[src/rtl/pll_reset_sequencer.sv]
// Post-lock reset sequencer: synchronizes PLL lock, releases the core then the peripheral
// reset domain, and produces a half-rate clock enable while the core is out of reset.
//
// state     | meaning
// ----------+-------------------------------------------------------------
// WAIT_LOCK | waiting for synchronized lock, everything held in reset
// SETTLE    | lock seen, counting SETTLE_CYCLES before any release
// REL_CORE  | core released, counting STAGE_GAP before peripheral release
// RUN       | both domains released, ready asserted
// HOLD      | soft reset, both domains held for HOLD_CYCLES
module pll_reset_sequencer #(
    parameter int unsigned SETTLE_CYCLES = 1024,
    parameter int unsigned STAGE_GAP     = 16,
    parameter int unsigned HOLD_CYCLES   = 16
) (
    input  logic clk,
    input  logic reset_n,
    input  logic pll_lock,
    input  logic soft_reset,
    output logic core_reset_n,
    output logic periph_reset_n,
    output logic clk_en_half,
    output logic ready
);

    localparam logic [15:0] SETTLE_LOAD = 16'(SETTLE_CYCLES - 1);
    localparam logic [15:0] GAP_LOAD    = 16'(STAGE_GAP - 1);
    localparam logic [15:0] HOLD_LOAD   = 16'(HOLD_CYCLES - 1);

    typedef enum logic [2:0] {
        WAIT_LOCK = 3'd0,
        SETTLE    = 3'd1,
        REL_CORE  = 3'd2,
        RUN       = 3'd3,
        HOLD      = 3'd4
    } state_t;

    state_t      state;
    state_t      state_nxt;
    logic [15:0] cnt;
    logic [15:0] cnt_nxt;
    logic        lock_meta;
    logic        lock_s;
    logic        core_nxt;

    always_ff @(posedge clk or negedge reset_n) begin
        if (!reset_n) begin
            lock_meta <= 1'b0;
            lock_s    <= 1'b0;
        end else begin
            lock_meta <= pll_lock;
            lock_s    <= lock_meta;
        end
    end

    always_comb begin
        state_nxt = state;
        cnt_nxt   = cnt;
        case (state)
            WAIT_LOCK: begin
                cnt_nxt = '0;
                if (lock_s) begin
                    state_nxt = SETTLE;
                    cnt_nxt   = SETTLE_LOAD;
                end
            end
            SETTLE: begin
                if (cnt == '0) begin
                    state_nxt = REL_CORE;
                    cnt_nxt   = GAP_LOAD;
                end else begin
                    cnt_nxt = cnt - 16'd1;
                end
            end
            REL_CORE: begin
                if (cnt == '0) begin
                    state_nxt = RUN;
                end else begin
                    cnt_nxt = cnt - 16'd1;
                end
            end
            RUN: begin
                if (soft_reset) begin
                    state_nxt = HOLD;
                    cnt_nxt   = HOLD_LOAD;
                end
            end
            HOLD: begin
                if (cnt == '0) begin
                    state_nxt = REL_CORE;
                    cnt_nxt   = GAP_LOAD;
                end else begin
                    cnt_nxt = cnt - 16'd1;
                end
            end
            default: begin
                state_nxt = WAIT_LOCK;
                cnt_nxt   = '0;
            end
        endcase
        // Losing lock beats soft reset and any counter expiry.
        if (state != WAIT_LOCK && !lock_s) begin
            state_nxt = WAIT_LOCK;
            cnt_nxt   = '0;
        end
    end

    assign core_nxt = (state_nxt == REL_CORE) || (state_nxt == RUN);

    always_ff @(posedge clk or negedge reset_n) begin
        if (!reset_n) begin
            state          <= WAIT_LOCK;
            cnt            <= '0;
            core_reset_n   <= 1'b0;
            periph_reset_n <= 1'b0;
            clk_en_half    <= 1'b0;
            ready          <= 1'b0;
        end else begin
            state          <= state_nxt;
            cnt            <= cnt_nxt;
            core_reset_n   <= core_nxt;
            periph_reset_n <= (state_nxt == RUN);
            ready          <= (state_nxt == RUN);
            // Enable phase restarts at 1 on every core release.
            if (!core_nxt) begin
                clk_en_half <= 1'b0;
            end else if (!core_reset_n) begin
                clk_en_half <= 1'b1;
            end else begin
                clk_en_half <= ~clk_en_half;
            end
        end
    end

endmodule
[config.mk]
export PLATFORM = sky130hd
export DESIGN_NAME = pll_reset_sequencer
export DESIGN_NICKNAME = d
export VERILOG_FILES = /design/src/rtl/pll_reset_sequencer.sv
export SDC_FILE = /design/constraint.sdc
export NUM_CORES = 1
export LEC_CHECK = 0
export BUFFER_PORTS_ARGS = -buffer_cell sky130_fd_sc_hd__clkbuf_2
export CAP_MARGIN = 10
export CORE_MARGIN = 4
export CORE_UTILIZATION = 54
export DETAILED_ROUTE_END_ITERATION = 8
export PLACE_DENSITY = 0.75
export SYNTH_ARGS = -nofsm -noshare
export SYNTH_HDL_FRONTEND = slang
export SYNTH_SLANG_ARGS = --single-unit
[constraint.sdc]
create_clock -name clk -period 2 [get_ports clk]
set_clock_uncertainty 0.15 [all_clocks]
set_input_delay 0.6 -clock clk [delete_from_list [all_inputs] [get_ports clk]]
set_output_delay 0.6 -clock clk [all_outputs]
set_load 0.005 [all_outputs]
==> results.yml, run 1 <==
outcome:
  status: "complete, but fails checks"
  violations: "negative setup slack"
cells_and_area:
  diodes: 0
  final_area_um2: 2150
  nNetsFinal: 218
  layout_commonest_cell: "buf_4"
  final_cell_mix: "buf_4, dfrtp_1, nand2_1"
  syn2layout_area_growth_pct: 41.4
  final_util_pct: 83.0
  drive_gt1_share_pct: 47.4
worst_setup_path:
  crit_path_start_kind: "register"
  r2r_slack_ns: -0.19
  end_kind: "register"
  cp_max_fo: 9
  cp.required_ns: 2.10
  crit_arrival_ns: 2.28
  crit_type: "register to register"
clock_tree:
  clk_root_buffer_cell: "clkbuf_4"
  clk_path_buf_depth: 2
  hold_buffers: 0
  clkTransAtPathRegs_ns: 0.14
  cts_tree: "built"
  cts.htree.levels: 1
  cts_sinks: 24
  insertion_delay_ns: 0.33
  cts_made_buffers: 3
place:
  hpwl_um: 2930
  placed_area_um2: 1900
  io_buffers: 7
  dp_slack_ns: -0.177
  gp_congestion: 0.892
global_routing:
  grt_pass1_vias: 1685
  antenna_found_initial: 0
  gr-usage-all-layers_pct: 28.5
  grt_pass1_wl_um: 7760
  grt_start_max_net_pins: 25
  grt_overflow: 0
sta:
  timing.fmax_ghz: 0.458
  layout_min_cycle_time_ns: 2.19
  period_share_pct: 109
  finalSetupViolCount: 19
  timing_hold_violations_final: 0
  worst_pin_slew_ns: 0.615
  fin_ws_ns: -0.185
  max-slew-margin-rel_pct: 59.0
  drv_slew: 0
  rsz0062_at_grt: "true"
die:
  rows: 18
  core_area_um2: 2590
  boundaryPins: 8
  die_w_um: 61.1
  dieHeight_um: 61.1
  start_util_pct: 58.7
  fp.dieArea_um2: 3730
synth:
  async_flop_share_pct: 100
  synth_top_area_share_pct: 39.5
  ys_top_cells_by_area: "dfrtp_1, nand2_1, nor3_1"
  synth_cell_types: 57
  synth_nets: 163
  synth_top_area_cell: "dfrtp_1"
  synth-seq-cells: 24
  ys.flop_type: "dfrtp_1"
  syn_inst: 158
  synth_edf_count: 0
  synth_area_um2: 1520
  yosysWarnings: 0
  yosysSeqAreaShare_pct: 39.5
  syn_avg_cell_area_um2: 9.63
drt:
  drc: 0
  dr.first_iter.drc_count: 206
  routed_wirelength_um: 4890
  vias: 1593
  avgRoutedWirePerCell_um: 20.3
  first_pass_iters: 4
  via_per_inst: 6.61
  final_antenna_net_count: 0
min_path:
  worstHoldPathType: "input port to async pin"
power:
  seqPwrFrac_pct: 36.6
  power.share.switching_pct: 38.8
  switching_power_uw: 665
  pwr-share-comb_pct: 51.2
  power_density_nw_per_um2: 796
  leakage_nw: 0.935
  clkPwrFrac_pct: 12.2
  ir_drop_v: 0.000630
  p_int_mw: 1.05
run:
  drv_cap: 0
==> sequential cells by signal, summed over array words and instances (netlist names) <==
register	count
clk_en_half	1
lock_meta	1
cnt	16
lock_s	1
state	3
core_reset_n	1
ready	1
==> critical path, stage by stage (launching register included) <==
cell and delay [ns]:
dfrtp_1 0.48, or3b_1 0.53, a21oi_2 0.23, nor3_4 0.10, buf_4 0.15, nor4bb_2 0.31, o22a_1 0.18
==> power groups by stage <==
stage / clock network [mW] / logic, mW / registers (mW)
floorplan: 0 / 0.365 / 0.627
global placement: 0 / 0.649 / 0.626
detailed placement: 0 / 0.681 / 0.629
CTS: 0.213 / 0.774 / 0.620
global route: 0.233 / 0.937 / 0.636
finish: 0.209 / 0.877 / 0.627
==> logic make-up after synthesis <==
group,after synthesis,synth area share [%]
AND/OR/NAND/NOR,65,25.2
AO/OA/AOI/OAI,52,28.3
flip-flops,24,39.5
buffers and inverters,14,4.93
XOR/XNOR,1,0.576
multiplexers,1,0.658
adder cells (fa/ha/maj),1,0.822
==> what timing repair did <==
action,CTS,global route
pin swaps,7,7
endpoints found under the setup margin,19,21
cloned,2,0
gates resized for setup,20,14
setup buffers,5,3
==> synth_stat cells (all sizes together), types with 4 or more instances <==
cell type and instances:
buf 7, nor2 11, dfrtp 24, o22ai 6, nand3 4, nand2 18
inv 5, o21ai 5, nor3 12, o31ai 4, o21a 5
==> worst paths after layout <==
path                       depth (start not counted)      start       end
hold reg to reg                                    0  lock_meta    lock_s
setup / recovery                                   6   state[0]   cnt[15]
hold / removal                                     1    reset_n    cnt[2]
min in group clk                                   0  lock_meta    lock_s
max in group asynchronous                          1    reset_n  state[2]
setup reg to reg                                   6   state[0]   cnt[15]
==> metrics by stage <==
step | hold slack, ns | power (mW) | cells | setup TNS, ns
detailed placement | 0.198 | 1.31 | 229 | -1.71
floorplan | 0.154 | 0.992 | 158 | -0.0357
global route | 0.122 | 1.81 | 241 | -4.45
CTS | 0.111 | 1.61 | 239 | -0.996
finish | 0.100 | 1.71 | 241 | -2.28
global placement | 0.197 | 1.28 | 229 | -1.01
==> routing by layer <==
| metal | GRT usage (%) | up-vias | part of all wire (%) |
|---|---|---|---|
| met5 | 0 | - | 0 |
| met4 | 13.9 | 0 | 4.3 |
| met2 | 49.4 | 86 | 50 |
| li1 | - | 713 | - |
| met1 | 32.8 | 768 | 38 |
| met3 | 6.50 | 26 | 7.6 |
==> final cells by class <==
type / count / area, µm²
sequential: 24 / 602
clock buffer: 3 / 22.5
inverter: 6 / 35.0
timing repair inverter: 1 / 8.76
fill: 156 / 439
multi-input combinational: 120 / 1020
tap: 30 / 37.5
timing repair buffer: 57 / 429
No activity file was read; power rests on OpenSTA's default activity.
==> inputs of run 2 (changes only) <==
--- a/config.mk
+++ b/config.mk
@@ -5,11 +5,13 @@
 export SDC_FILE = /design/constraint.sdc
 export NUM_CORES = 1
 export LEC_CHECK = 0
+export ABC_CLOCK_PERIOD_IN_PS = 2000
 export BUFFER_PORTS_ARGS = -buffer_cell sky130_fd_sc_hd__clkbuf_2
 export CAP_MARGIN = 10
 export CORE_MARGIN = 4
 export CORE_UTILIZATION = 54
 export DETAILED_ROUTE_END_ITERATION = 8
+export MAX_ROUTING_LAYER = met4
 export PLACE_DENSITY = 0.75
 export SYNTH_ARGS = -nofsm -noshare
 export SYNTH_HDL_FRONTEND = slang
==> results.yml, run 2 (same netlist as run 1, synthesis figures left out) <==
outcome:
  status: "complete, but fails checks"
  violations: "negative setup slack"
clock_tree:
  cts_sinks: 24
  cts.htree.levels: 1
  cts_tree: "built"
  cts_made_buffers: 3
  clkTransAtPathRegs_ns: 0.13
  clk_path_buf_depth: 2
  hold_buffers: 0
  clk_root_buffer_cell: "clkbuf_4"
  insertion_delay_ns: 0.33
global_routing:
  grt_pass1_wl_um: 7790
  grtUsageMet3_pct: 6.29
  grt_pass1_vias: 1687
  grtUsageMet1_pct: 32.9
  gr-usage-all-layers_pct: 29.4
  grt_start_max_net_pins: 25
  grt_use_met2_pct: 49.7
  grt_overflow: 0
  grt-busiest-layer: "met2"
  antenna_found_initial: 0
power:
  power.share.switching_pct: 38.7
  switching_power_uw: 661
  p_int_mw: 1.05
  leakage_nw: 0.935
  seqPwrFrac_pct: 36.7
  pwr-share-comb_pct: 51.3
  ir_drop_v: 0.000624
  power_density_nw_per_um2: 794
  clkPwrFrac_pct: 12.1
drt:
  dr.first_iter.drc_count: 164
  vias: 1614
  drc: 0
  final_antenna_net_count: 0
  via_per_inst: 6.70
  avgRoutedWirePerCell_um: 20.2
  first_pass_iters: 4
  routed_wirelength_um: 4880
worst_setup_path:
  crit_path_start_kind: "register"
  crit_type: "register to register"
  crit_arrival_ns: 2.30
  end_kind: "register"
  cp_max_fo: 9
  cp.required_ns: 2.10
run:
  drv_cap: 0
die:
  die_w_um: 61.1
  fp.dieArea_um2: 3730
  boundaryPins: 8
  core_area_um2: 2590
  dieHeight_um: 61.1
  rows: 18
  start_util_pct: 58.7
sta:
  finalSetupViolCount: 19
  max-slew-margin-rel_pct: 60.6
  timing_hold_violations_final: 0
  layout_min_cycle_time_ns: 2.21
  timing.fmax_ghz: 0.453
  period_share_pct: 110
  worst_pin_slew_ns: 0.590
  fin_ws_ns: -0.206
  drv_slew: 0
  rsz0062_at_grt: "true"
place:
  hpwl_um: 2930
  gp_congestion: 0.907
  place_inst: 229
  placed_area_um2: 1900
  io_buffers: 7
cells_and_area:
  largestRegisters: "cnt: 16 flops, state: 3 flops"
  nNetsFinal: 218
  fin_cells: 241
  largest_reg_flops: 16
  syn2layout_area_growth_pct: 41.4
  final_cell_mix: "buf_4, dfrtp_1, nand2_1"
  diodes: 0
  drive_gt1_share_pct: 47.4
  largest-register: "cnt"
  layout_commonest_cell: "buf_4"
  final_area_um2: 2150
  fillers: 156
min_path:
  worstHoldPathType: "input port to async pin"
[run 2: power by group through the flow]
stage / clock network [mW] / logic (mW) / registers [mW]
finish: 0.206 / 0.876 / 0.626
global route: 0.233 / 0.937 / 0.636
CTS: 0.213 / 0.774 / 0.620
detailed placement: 0 / 0.681 / 0.629
global placement: 0 / 0.649 / 0.626
floorplan: 0 / 0.365 / 0.627
[run 2: through the flow]
stage	power [mW]	TNS (ns)	util [%]	setup WS [ns]	hold slack, ns
4_1_cts	1.61	-0.996	80.4	-0.116	0.111
3_5_place_dp	1.31	-1.71	73.5	-0.177	0.198
2_1_floorplan	0.992	-0.0357	-	-0.0135	0.154
3_3_place_gp	1.28	-1.01	73.5	-0.122	0.197
6_report	1.71	-2.44	83.0	-0.206	0.0952
5_1_grt	1.81	-4.44	83.0	-0.309	0.121
[run 2: metal layers]
layer	routed length [µm]	up-vias	part of all wire, %
met2	2470	107	51
met3	374	30	7.7
met1	1810	763	37
li1	-	714	-
met4	221	0	4.5
met5	0	-	0
[run 2: final timing paths]
path,from,slack [ns],depth (start not counted),to
hold reg to reg,lock_meta,0.22,0,lock_s
setup reg to reg,state[0],-0.21,6,cnt[15]
setup / recovery,state[0],-0.21,6,cnt[15]
min in group clk,lock_meta,0.22,0,lock_s
max in group asynchronous,reset_n,1.15,1,state[2]
hold / removal,reset_n,0.1,1,cnt[2]
[run 2: area by class of cell]
class	count	area (µm²)	area share, %
Timing Repair Buffer	57	429	20.0
Tap cell	30	37.5	1.75
Sequential cell	24	602	28.0
Clock buffer	3	22.5	1.05
Timing Repair inverter	1	8.76	0.407
Multi-Input combinational cell	120	1020	47.2
Inverter	6	35.0	1.63
[run 2: what timing repair did]
action,CTS,global route
gates cloned,2,0
pin swaps,7,7
endpoints found under the setup margin,19,21
resized for setup,20,14
buffers inserted,5,3
hold endpoints to repair,0,0
[run 2: critical path: stages, from the launching register on]
cell      delay [ns]
dfrtp_1         0.49
or3b_1          0.53
a21oi_2         0.23
nor3_4          0.10
buf_4           0.15
nor4bb_2        0.32
o22a_1          0.18
